`config.mk`:
```
export PLATFORM = sky130hd
export DESIGN_NAME = serial_nibble_sub_ctrl
export DESIGN_NICKNAME = d
export VERILOG_FILES = /design/src/rtl/serial_nibble_sub_ctrl.sv
export SDC_FILE = /design/constraint.sdc
export NUM_CORES = 1
export LEC_CHECK = 0
export CAP_MARGIN = 10
export CORE_UTILIZATION = 51
export CTS_BUF_LIST = sky130_fd_sc_hd__clkbuf_4 sky130_fd_sc_hd__clkbuf_8 sky130_fd_sc_hd__clkbuf_16
export DETAILED_ROUTE_END_ITERATION = 16
export PLACE_DENSITY = 0.88
export SYNTH_ARGS = -nofsm -noshare
export SYNTH_HDL_FRONTEND = slang
export SYNTH_SLANG_ARGS = --single-unit
```
`constraint.sdc`:
```
create_clock -name clk -period 4.8 [get_ports clk]
set_clock_uncertainty 0.1 [all_clocks]
set_input_delay 0.48 -clock clk [delete_from_list [all_inputs] [get_ports clk]]
set_output_delay 0.48 -clock clk [all_outputs]
set_load 0.05 [all_outputs]
```
`src/rtl/serial_nibble_sub_ctrl.sv`:
```
// rtl/serial_nibble_sub_ctrl.sv - digit-serial subtractor, one shared 4-bit ripple-borrow stage
//
// ripple_borrow_subtractor: 4-bit combinational a - b - borrow.
//   A, B   : 4-bit operands
//   Bin    : borrow in
//   D      : 4-bit difference
//   Bout   : borrow out of the top bit
//
// serial_nibble_sub_ctrl: computes diff = a - b - bin (mod 2^W), W = 4*NIBBLES,
// one 4-bit digit per clock, least significant digit first.
//   clk    : clock, all state on rising edge
//   rst_n  : synchronous active-low reset
//   start  : begin an operation (only looked at while idle)
//   a, b   : minuend / subtrahend, captured with the accepted start
//   bin    : initial borrow, captured with the accepted start
//   busy   : high while digits are being processed
//   done   : single-cycle completion pulse
//   diff   : result register
//   bout   : borrow out of the most significant digit
//   zero   : diff == 0, valid from done onwards

module ripple_borrow_subtractor (
  input  logic [3:0] A,
  input  logic [3:0] B,
  input  logic       Bin,
  output logic [3:0] D,
  output logic       Bout
);

  logic [4:0] brw;

  always_comb begin
    brw[0] = Bin;
    for (int i = 0; i < 4; i++) begin
      D[i]       = A[i] ^ B[i] ^ brw[i];
      // borrow when b+borrow exceeds a at this bit position
      brw[i + 1] = (~A[i] & B[i]) | (~(A[i] ^ B[i]) & brw[i]);
    end
    Bout = brw[4];
  end

endmodule

module serial_nibble_sub_ctrl #(
  parameter int NIBBLES = 4
) (
  input  logic                   clk,
  input  logic                   rst_n,
  input  logic                   start,
  input  logic [4*NIBBLES-1:0]   a,
  input  logic [4*NIBBLES-1:0]   b,
  input  logic                   bin,
  output logic                   busy,
  output logic                   done,
  output logic [4*NIBBLES-1:0]   diff,
  output logic                   bout,
  output logic                   zero
);

  localparam int W  = 4 * NIBBLES;
  localparam int IW = (NIBBLES > 1) ? $clog2(NIBBLES) : 1;

  localparam logic [1:0] S_IDLE = 2'd0;
  localparam logic [1:0] S_RUN  = 2'd1;
  localparam logic [1:0] S_DONE = 2'd2;

  localparam logic [IW-1:0] LAST_IDX = IW'(NIBBLES - 1);

  logic [1:0]    state;
  logic [IW-1:0] idx;
  logic          brw;
  logic [W-1:0]  a_cap;
  logic [W-1:0]  b_cap;

  logic [3:0]    a_dig;
  logic [3:0]    b_dig;
  logic [3:0]    d_dig;
  logic          bo_dig;
  logic [W-1:0]  diff_nxt;

  // Digit mux built as a compare-per-digit so that idx codes above
  // NIBBLES-1 (possible in the encoding, never reached) select nothing.
  always_comb begin
    a_dig = 4'd0;
    b_dig = 4'd0;
    for (int i = 0; i < NIBBLES; i++) begin
      if (idx == IW'(i)) begin
        a_dig = a_cap[4*i +: 4];
        b_dig = b_cap[4*i +: 4];
      end
    end
  end

  ripple_borrow_subtractor u_sub (
    .A    (a_dig),
    .B    (b_dig),
    .Bin  (brw),
    .D    (d_dig),
    .Bout (bo_dig)
  );

  // diff with the current digit already merged in; lets zero be loaded on
  // the same edge as the final digit.
  always_comb begin
    diff_nxt = diff;
    for (int i = 0; i < NIBBLES; i++) begin
      if (idx == IW'(i)) begin
        diff_nxt[4*i +: 4] = d_dig;
      end
    end
  end

  always_ff @(posedge clk) begin
    if (!rst_n) begin
      state <= S_IDLE;
      idx   <= '0;
      brw   <= 1'b0;
      a_cap <= '0;
      b_cap <= '0;
      diff  <= '0;
      bout  <= 1'b0;
      zero  <= 1'b0;
    end else begin
      case (state)
        S_IDLE: begin
          if (start) begin
            a_cap <= a;
            b_cap <= b;
            brw   <= bin;
            diff  <= '0;
            idx   <= '0;
            state <= S_RUN;
          end
        end
        S_RUN: begin
          diff <= diff_nxt;
          brw  <= bo_dig;
          if (idx == LAST_IDX) begin
            bout  <= bo_dig;
            zero  <= (diff_nxt == '0);
            idx   <= '0;
            state <= S_DONE;
          end else begin
            idx <= idx + 1'b1;
          end
        end
        S_DONE: begin
          state <= S_IDLE;
        end
        default: begin
          state <= S_IDLE;
        end
      endcase
    end
  end

  assign busy = (state == S_RUN);
  assign done = (state == S_DONE);

endmodule

```
==> results by group, run 1 <==
GRT
  • Largest net degree at the start of global routing: 56
  • First-pass GRT wire length: 9940 microns
  • Number of global-route vias before repair: between 2000 and 2500
  • GRT Util Overall: 23.0%
  • GR Overflow Total: 0
  • Initial antenna violation count: 0

CTS
  • TritonCTS Sinks: 55
  • Clock buffer count from CTS: 5
  • Post-CTS repair timing setup buffer count: 0
  • CTS tree: yes
  • CTS root buf: clkbuf_8
  • Longest Clk Path Bufs: 2
  • Cts repair resizes: 0
  • Clk slew on worst S/H paths: approximately 100 ps
  • CTS H-tree depth: 2
  • Worst-skew pair later-pin latency: roughly 310 ps
  • # hold bufs at CTS: 0

Synth
  • Post-synth ARST share: 0%
  • Post-synth EDFFs: 0
  • Synth Flop Type: dfxtp_1
  • Synth Area per Inst: 8.48 sq um
  • Yosys top cell area share: 40.7%
  • Ys Warns: 0
  • Yosys cell types: 40
  • Synth top area cells: dfxtp_1, nand2_1, a21boi_0
  • Netlist Area Pre-Place: approximately 0.0027 sq mm
  • Synthesized flop and latch total: 55
  • Top-count cell post-synth: nand2_1
  • Synth top cells by count: nand2_1, dfxtp_1, a21boi_0
  • Mapped Cells: 319
  • Syn Nets: 363
  • Area leader, netlist: dfxtp_1
  • Sequential share of the synthesized area: 40.7%

Die
  • CORE AREA: between 0.005 and 0.006 sq mm
  • Initial Util: around 53%
  • Die Y: 74.8 microns
  • Ports: 56
  • Rows: 26
  • Die X: 74.8 microns
  • Die area: 0.00560 sq mm

Worst setup path
  • Slowest stage delay, CP: 670 ps
  • Worst EP arrival: ~4400 ps
  • Required time of the critical path: 4940 ps
  • Crit-path leading delay family: adder cells
  • Startpoint Class: flop
  • Crit Path Max Fanout: 23
  • Critical-path cell list: inv_1, ha_1, nor2b_1, a221oi_1, o31ai_1, fa_1, inv_1, fa_1, inv_1, fa_1, inv_1, fa_1, nor3b_1, nand2_1, a21boi_0
  • Buffers & Inverters on Critical Path: 4
  • CP Class: flop to flop
  • Critical Path Source: idx[1]$_SDFFE_PN0P_
  • FF-to-FF Start: idx[1]$_SDFFE_PN0P_
  • Crit. End Element: flop
  • Critical-path top delay cell: ha_1

Placement
  • Post-Place Setup Slack: around 680 ps
  • Gpl congestion: 0.851
  • Port bufs: 55
  • Estimated wirelength of the detail-placed design: 4170 microns

Cells and area
  • Antenna Cells: 0
  • Synthesis-to-layout area growth: 23.2%
  • Post-layout net count: 403
  • Share of layout cells above drive strength 1: 4.44%

STA
  • Setup violators final: 0
  • Maximum clock rate: 237 MHz
  • Final Critical Period: between 4000 and 5000 ps
  • RSZ-0062 raised after global routing: no
  • Fin Setup TNS: 0 ps
  • Final period util: 87.9%
  • Setup ws final: 579 ps
  • Worst rel slew slack: 33.2%
  • Final Hold Fails: 0
  • Actual transition at the worst max-transition pin: 1000 ps
  • Final Slew Violations: 0

Routing
  • Vias: 2292
  • Antenna Violating Nets Remaining: 0
  • Vias per inst: 5.33
  • Residual DRC: 0
  • Final wirelength: 5800 microns
  • Post-DR wirelength/cell: 13.5 microns
  • DRT iter0 DRCs: 155
  • First-pass iteration count of the detailed router: 4

Power
  • NetSw: 276 uW
  • Switch share: 28.9%
  • Sequential fraction of design power: 51.8%
  • P per Cell Area: 286 mW/mm^2
  • Int Power: 678 uW
  • Combinational power share: 21.1%
  • VDD IR max: 0.178 mV
  • Clock Power Share: between 20% and 30%
  • Static leakage power: 1.21 nW

Job
  • Max-cap violations: 0

Hold path
  • Hold Startpoint: b_cap[0]$_SDFFE_PN0P_
  • Path type of the worst min-delay path: flop to flop

Outcome
  • Status: finished, final reports clean
## worst reg2reg max path: stages (launching register included)
cell and delay (ps):
dfxtp_1 350, inv_1 100, ha_1 670, nor2b_1 100
a221oi_1 310, o31ai_1 130, fa_1 400, inv_1 80
fa_1 160, inv_1 50, fa_1 360, inv_1 80
fa_1 440, nor3b_1 540, nand2_1 110, a21boi_0 180
## metal layers
layer  vias to the layer above  GRT usage (%)  wire [microns]
met5                         -              0               0
met1                      1047           30.9            2650
li1                       1165              -               -
met3                         5           3.08             252
met4                         0           9.22              62
met2                        75           37.5            2830
## area by class of cell
| type | instances | area [sq um] |
|---|---|---|
| inverters | 7 | 26.3 |
| repair buffers | 58 | 581 |
| fillers | 446 | 1770 |
| multi-input cells | 232 | 1450 |
| clock buffers | 6 | 76.3 |
| well taps | 70 | 87.6 |
| flip-flops and latches | 55 | 1100 |
| clock inverters | 2 | 12.5 |
## flip-flops by register name (all words and copies together), names as in the netlist
name   flops
state      2
idx        2
a_cap     16
zero       1
brw        1
bout       1
diff      16
b_cap     16
## cell families after synthesis
kind of cell               after synthesis  share of synthesized area, %
AOI/OAI and AO/OA                       91                          24.8
and+or+nand+nor                        132                          23.6
adders and majority gates                8                          4.81
muxes                                    1                         0.370
buffers and inverters                   32                          5.74
DFF                                     55                          40.7
## stage by stage
step | hold slack (ps) | util [%] | instance area [sq um] | std cells | total power, mW
CTS | 364 | 65.0 | 3320 | 429 | 0.954
detailed placement | 351 | 63.2 | 3230 | 421 | 0.704
floorplan | 330 | - | 2710 | 319 | 0.637
global route | 385 | 65.3 | 3330 | 430 | 0.999
finish | 360 | 65.3 | 3330 | 430 | 0.954
global placement | 342 | 63.2 | 3230 | 421 | 0.695
## cells in the final DEF, fill, tap and decap left out, types with 2 or more instances in the layout
master / count
clkbuf_8: 5
nor4_1: 3
dfxtp_1: 55
nor2b_1: 20
nor2_1: 3
fa_1: 4
nand2_1: 82
a21boi_0: 31
buf_4: 2
nor3b_1: 5
ha_1: 4
clkdlybuf4s50_1: 55
o31ai_1: 4
nand3_1: 8
a21boi_1: 19
a221oi_1: 8
o31a_1: 4
o21ai_0: 16
inv_1: 7
o21a_1: 2
## path summary, 6_finish.rpt
path         slack (ps)  cells after the start                     to
max reg2reg         580                     15   diff[7]$_SDFFE_PN0P_
min                 360                      2  b_cap[0]$_SDFFE_PN0P_
max                 580                     15   diff[7]$_SDFFE_PN0P_
min reg2reg         360                      2  b_cap[0]$_SDFFE_PN0P_
## power by group through the flow
stage	combinational (mW)	clock (mW)	sequential [mW]
5_1_grt	0.225	0.276	0.497
3_5_place_dp	0.198	0	0.505
6_report	0.201	0.258	0.495
3_3_place_gp	0.190	0	0.505
2_1_floorplan	0.124	0	0.513
4_1_cts	0.199	0.260	0.495
No activity file was read; power rests on OpenSTA's default activity.
==> run 2, diff against run 1 <==
--- a/constraint.sdc
+++ b/constraint.sdc
@@ -4,2 +4,2 @@
 set_output_delay 0.48 -clock clk [all_outputs]
-set_load 0.05 [all_outputs]
+set_load 0.01 [all_outputs]
==> results of run 2 <==
Same layout as run 1 (identical final DEF). Status: finished, final reports clean.
Among the figures that moved: total power 0.954 mW -> 0.941 mW; worst IR drop on VDD 0.178 mV -> 0.177 mV
==> run 3, diff against run 2 <==
CORE_ASPECT_RATIO = 1.2   (was not set)
==> run 3 against run 2 <==
Net effect:
- combinational power about the same
- final area about the same
- wire length increased by 1.1%
- worst hold slack got worse by 3.9 ps
- critical endpoint unchanged
- critical path depth is the same
- setup slack better by 59 ps
- power is 0.28% higher
- via count is 1.3% higher
==> results by group, run 3 (same netlist as run 1, synthesis figures left out) <==
Outcome
  • Status: finished, final reports clean

Die
  • Die X: 68.5 microns
  • CORE AREA: ~0.005 sq mm
  • Rows: 28
  • Initial Util: 54.0%
  • Ports: 56
  • Die area: 0.00560 sq mm
  • Die Y: 81.8 microns

Worst setup path
  • CP Class: flop to flop
  • FF-to-FF Start: idx[1]$_SDFFE_PN0P_
  • Worst EP arrival: between 4000 and 5000 ps
  • Critical-path cell list: inv_1, ha_1, nor2b_1, a221oi_1, o31ai_1, fa_1, inv_1, fa_1, inv_1, fa_1, inv_1, fa_1, nor3b_1, nand2_1, a21boi_0
  • Buffers & Inverters on Critical Path: 4
  • Crit-path leading delay family: adder cells
  • R2r endpoint: diff[7]$_SDFFE_PN0P_
  • Required time of the critical path: 4940 ps
  • Critical-path top delay cell: ha_1
  • Crit Path Max Fanout: 23
  • Startpoint Class: flop
  • Slowest stage delay, CP: 660 ps
  • Crit. End Element: flop
  • R2R setup slack: roughly 640 ps
  • Reg2Reg Depth: 15

CTS
  • CTS tree: yes
  • Longest Clk Path Bufs: 2
  • CTS root buf: clkbuf_8
  • # hold bufs at CTS: 0
  • Cts repair resizes: 0
  • Clk slew on worst S/H paths: 90 ps
  • TritonCTS Sinks: 55
  • CTS H-tree depth: 2
  • Post-CTS repair timing setup buffer count: 0
  • Worst-skew pair later-pin latency: between 300 and 400 ps
  • Clock buffer count from CTS: 5

Hold path
  • WHS Endpoint: b_cap[0]$_SDFFE_PN0P_
  • Min-Delay Path Depth: 2
  • Path type of the worst min-delay path: flop to flop
  • Hold Startpoint: b_cap[0]$_SDFFE_PN0P_

Power
  • Static leakage power: between 1 and 1.5 nW
  • Switch share: ~27%
  • VDD IR max: 0.177 mV
  • Int Power: 685 uW
  • Combinational power share: 20.0%
  • P per Cell Area: 283 mW/mm^2
  • Sequential fraction of design power: 52.5%
  • NetSw: 258 uW
  • Clock Power Share: 27.5%

Cells and area
  • Most common cell after layout, fill and taps aside: nand2_1
  • Final instance area: 0.00333 sq mm
  • Most frequent cells in the layout: nand2_1, dfxtp_1, clkdlybuf4s50_1, a21boi_0, nor2b_1
  • Post-layout net count: 403
  • Synthesis-to-layout area growth: 23.2%
  • Final Util: 66.5%
  • Antenna Cells: 0
  • Layout fillers: 434
  • Share of layout cells above drive strength 1: under 10%
  • Biggest registers after layout: a_cap: 16 flops, b_cap: 16 flops, diff: 16 flops
  • Layout Cells excl Fill: 419

Routing
  • Detailed-route wire length on metal 1: roughly 2400 microns
  • Final wirelength: 5860 microns
  • Met3 wire length: 342 microns
  • First-pass iteration count of the detailed router: 4
  • Post-DR wirelength/cell: 14.0 microns
  • Residual DRC: 0
  • Vias: 2321
  • DRT iter0 DRCs: 206
  • Top Layer Used: met4
  • Antenna Violating Nets Remaining: 0
  • Vias per inst: 5.54
  • Metal2 WL: 2970 microns

STA
  • Fin Setup TNS: 0 ps
  • Final Hold Fails: 0
  • Final Critical Period: between 4000 and 5000 ps
  • Worst rel slew slack: roughly a third
  • Setup violators final: 0
  • Min Hold Slack: 356 ps
  • Final Slew Violations: 0
  • Actual transition at the worst max-transition pin: around 980 ps
  • RSZ-0062 raised after global routing: no
  • Final period util: 86.7%
  • Maximum clock rate: 240 MHz

GRT
  • Largest net degree at the start of global routing: 56
  • Initial antenna violation count: 0
  • GR Overflow Total: 0
  • First-pass GRT wire length: 9930 microns
  • Number of global-route vias before repair: 2237
  • GRT Util Overall: 23.9%

Placement
  • Placed Cells: 411
  • Post-DP Area: 0.00322 sq mm
  • Gpl congestion: 0.913
  • Estimated wirelength of the detail-placed design: 4150 microns
  • Port bufs: 55

Job
  • Max-cap violations: 0
[run 3: metal layers]
layer | up-vias | GRT usage (%)
met5 | - | 0
li1 | 1165 | -
met4 | 0 | 14.4
met1 | 1071 | 28.7
met2 | 74 | 39.4
met3 | 11 | 3.89
[run 3: worst max-delay path by stage]
stage / from / end / cells past startpoint
2_1_floorplan: idx[0]$_SDFFE_PN0P_ / zero$_SDFFE_PN0P_ / 15
3_3_place_gp: idx[1]$_SDFFE_PN0P_ / diff[11]$_SDFFE_PN0P_ / 15
3_5_place_dp: idx[1]$_SDFFE_PN0P_ / diff[7]$_SDFFE_PN0P_ / 15
4_1_cts: idx[1]$_SDFFE_PN0P_ / diff[7]$_SDFFE_PN0P_ / 15
5_1_grt: idx[1]$_SDFFE_PN0P_ / diff[11]$_SDFFE_PN0P_ / 15
6_report: idx[1]$_SDFFE_PN0P_ / diff[7]$_SDFFE_PN0P_ / 15
[run 3: power groups by stage]
stage | Clock, mW | Sequential, mW | Combinational, mW
floorplan | 0 | 0.501 | 0.122
global placement | 0 | 0.504 | 0.177
detailed placement | 0 | 0.505 | 0.184
CTS | 0.263 | 0.495 | 0.185
global route | 0.278 | 0.497 | 0.213
finish | 0.259 | 0.495 | 0.189
[run 3: cell type report]
cell class,count,area (sq um),area share (%)
clock buffer,6,82.6,2.48
clock inverter,1,5.00,0.150
inverter,7,26.3,0.789
multi-input combinational,232,1450,43.5
sequential,55,1100,33.0
tap,60,75.1,2.25
timing repair buffer,58,593,17.8
[run 3: through the flow]
step,power [mW],setup WS [ps]
after floorplan,0.623,1180
after global placement,0.681,908
after detailed placement,0.689,686
after CTS,0.942,643
after global routing,0.988,227
final,0.943,638
[run 3: worst reg2reg max path: cells and delay by family, from the launching register on]
family	cells	cell delay (ps)
flip-flops	1	350
AND/OR/NAND/NOR	3	690
adder cells (fa/ha/maj)	5	2030
buffers and inverters	4	310
AO/OA/AOI/OAI	3	610
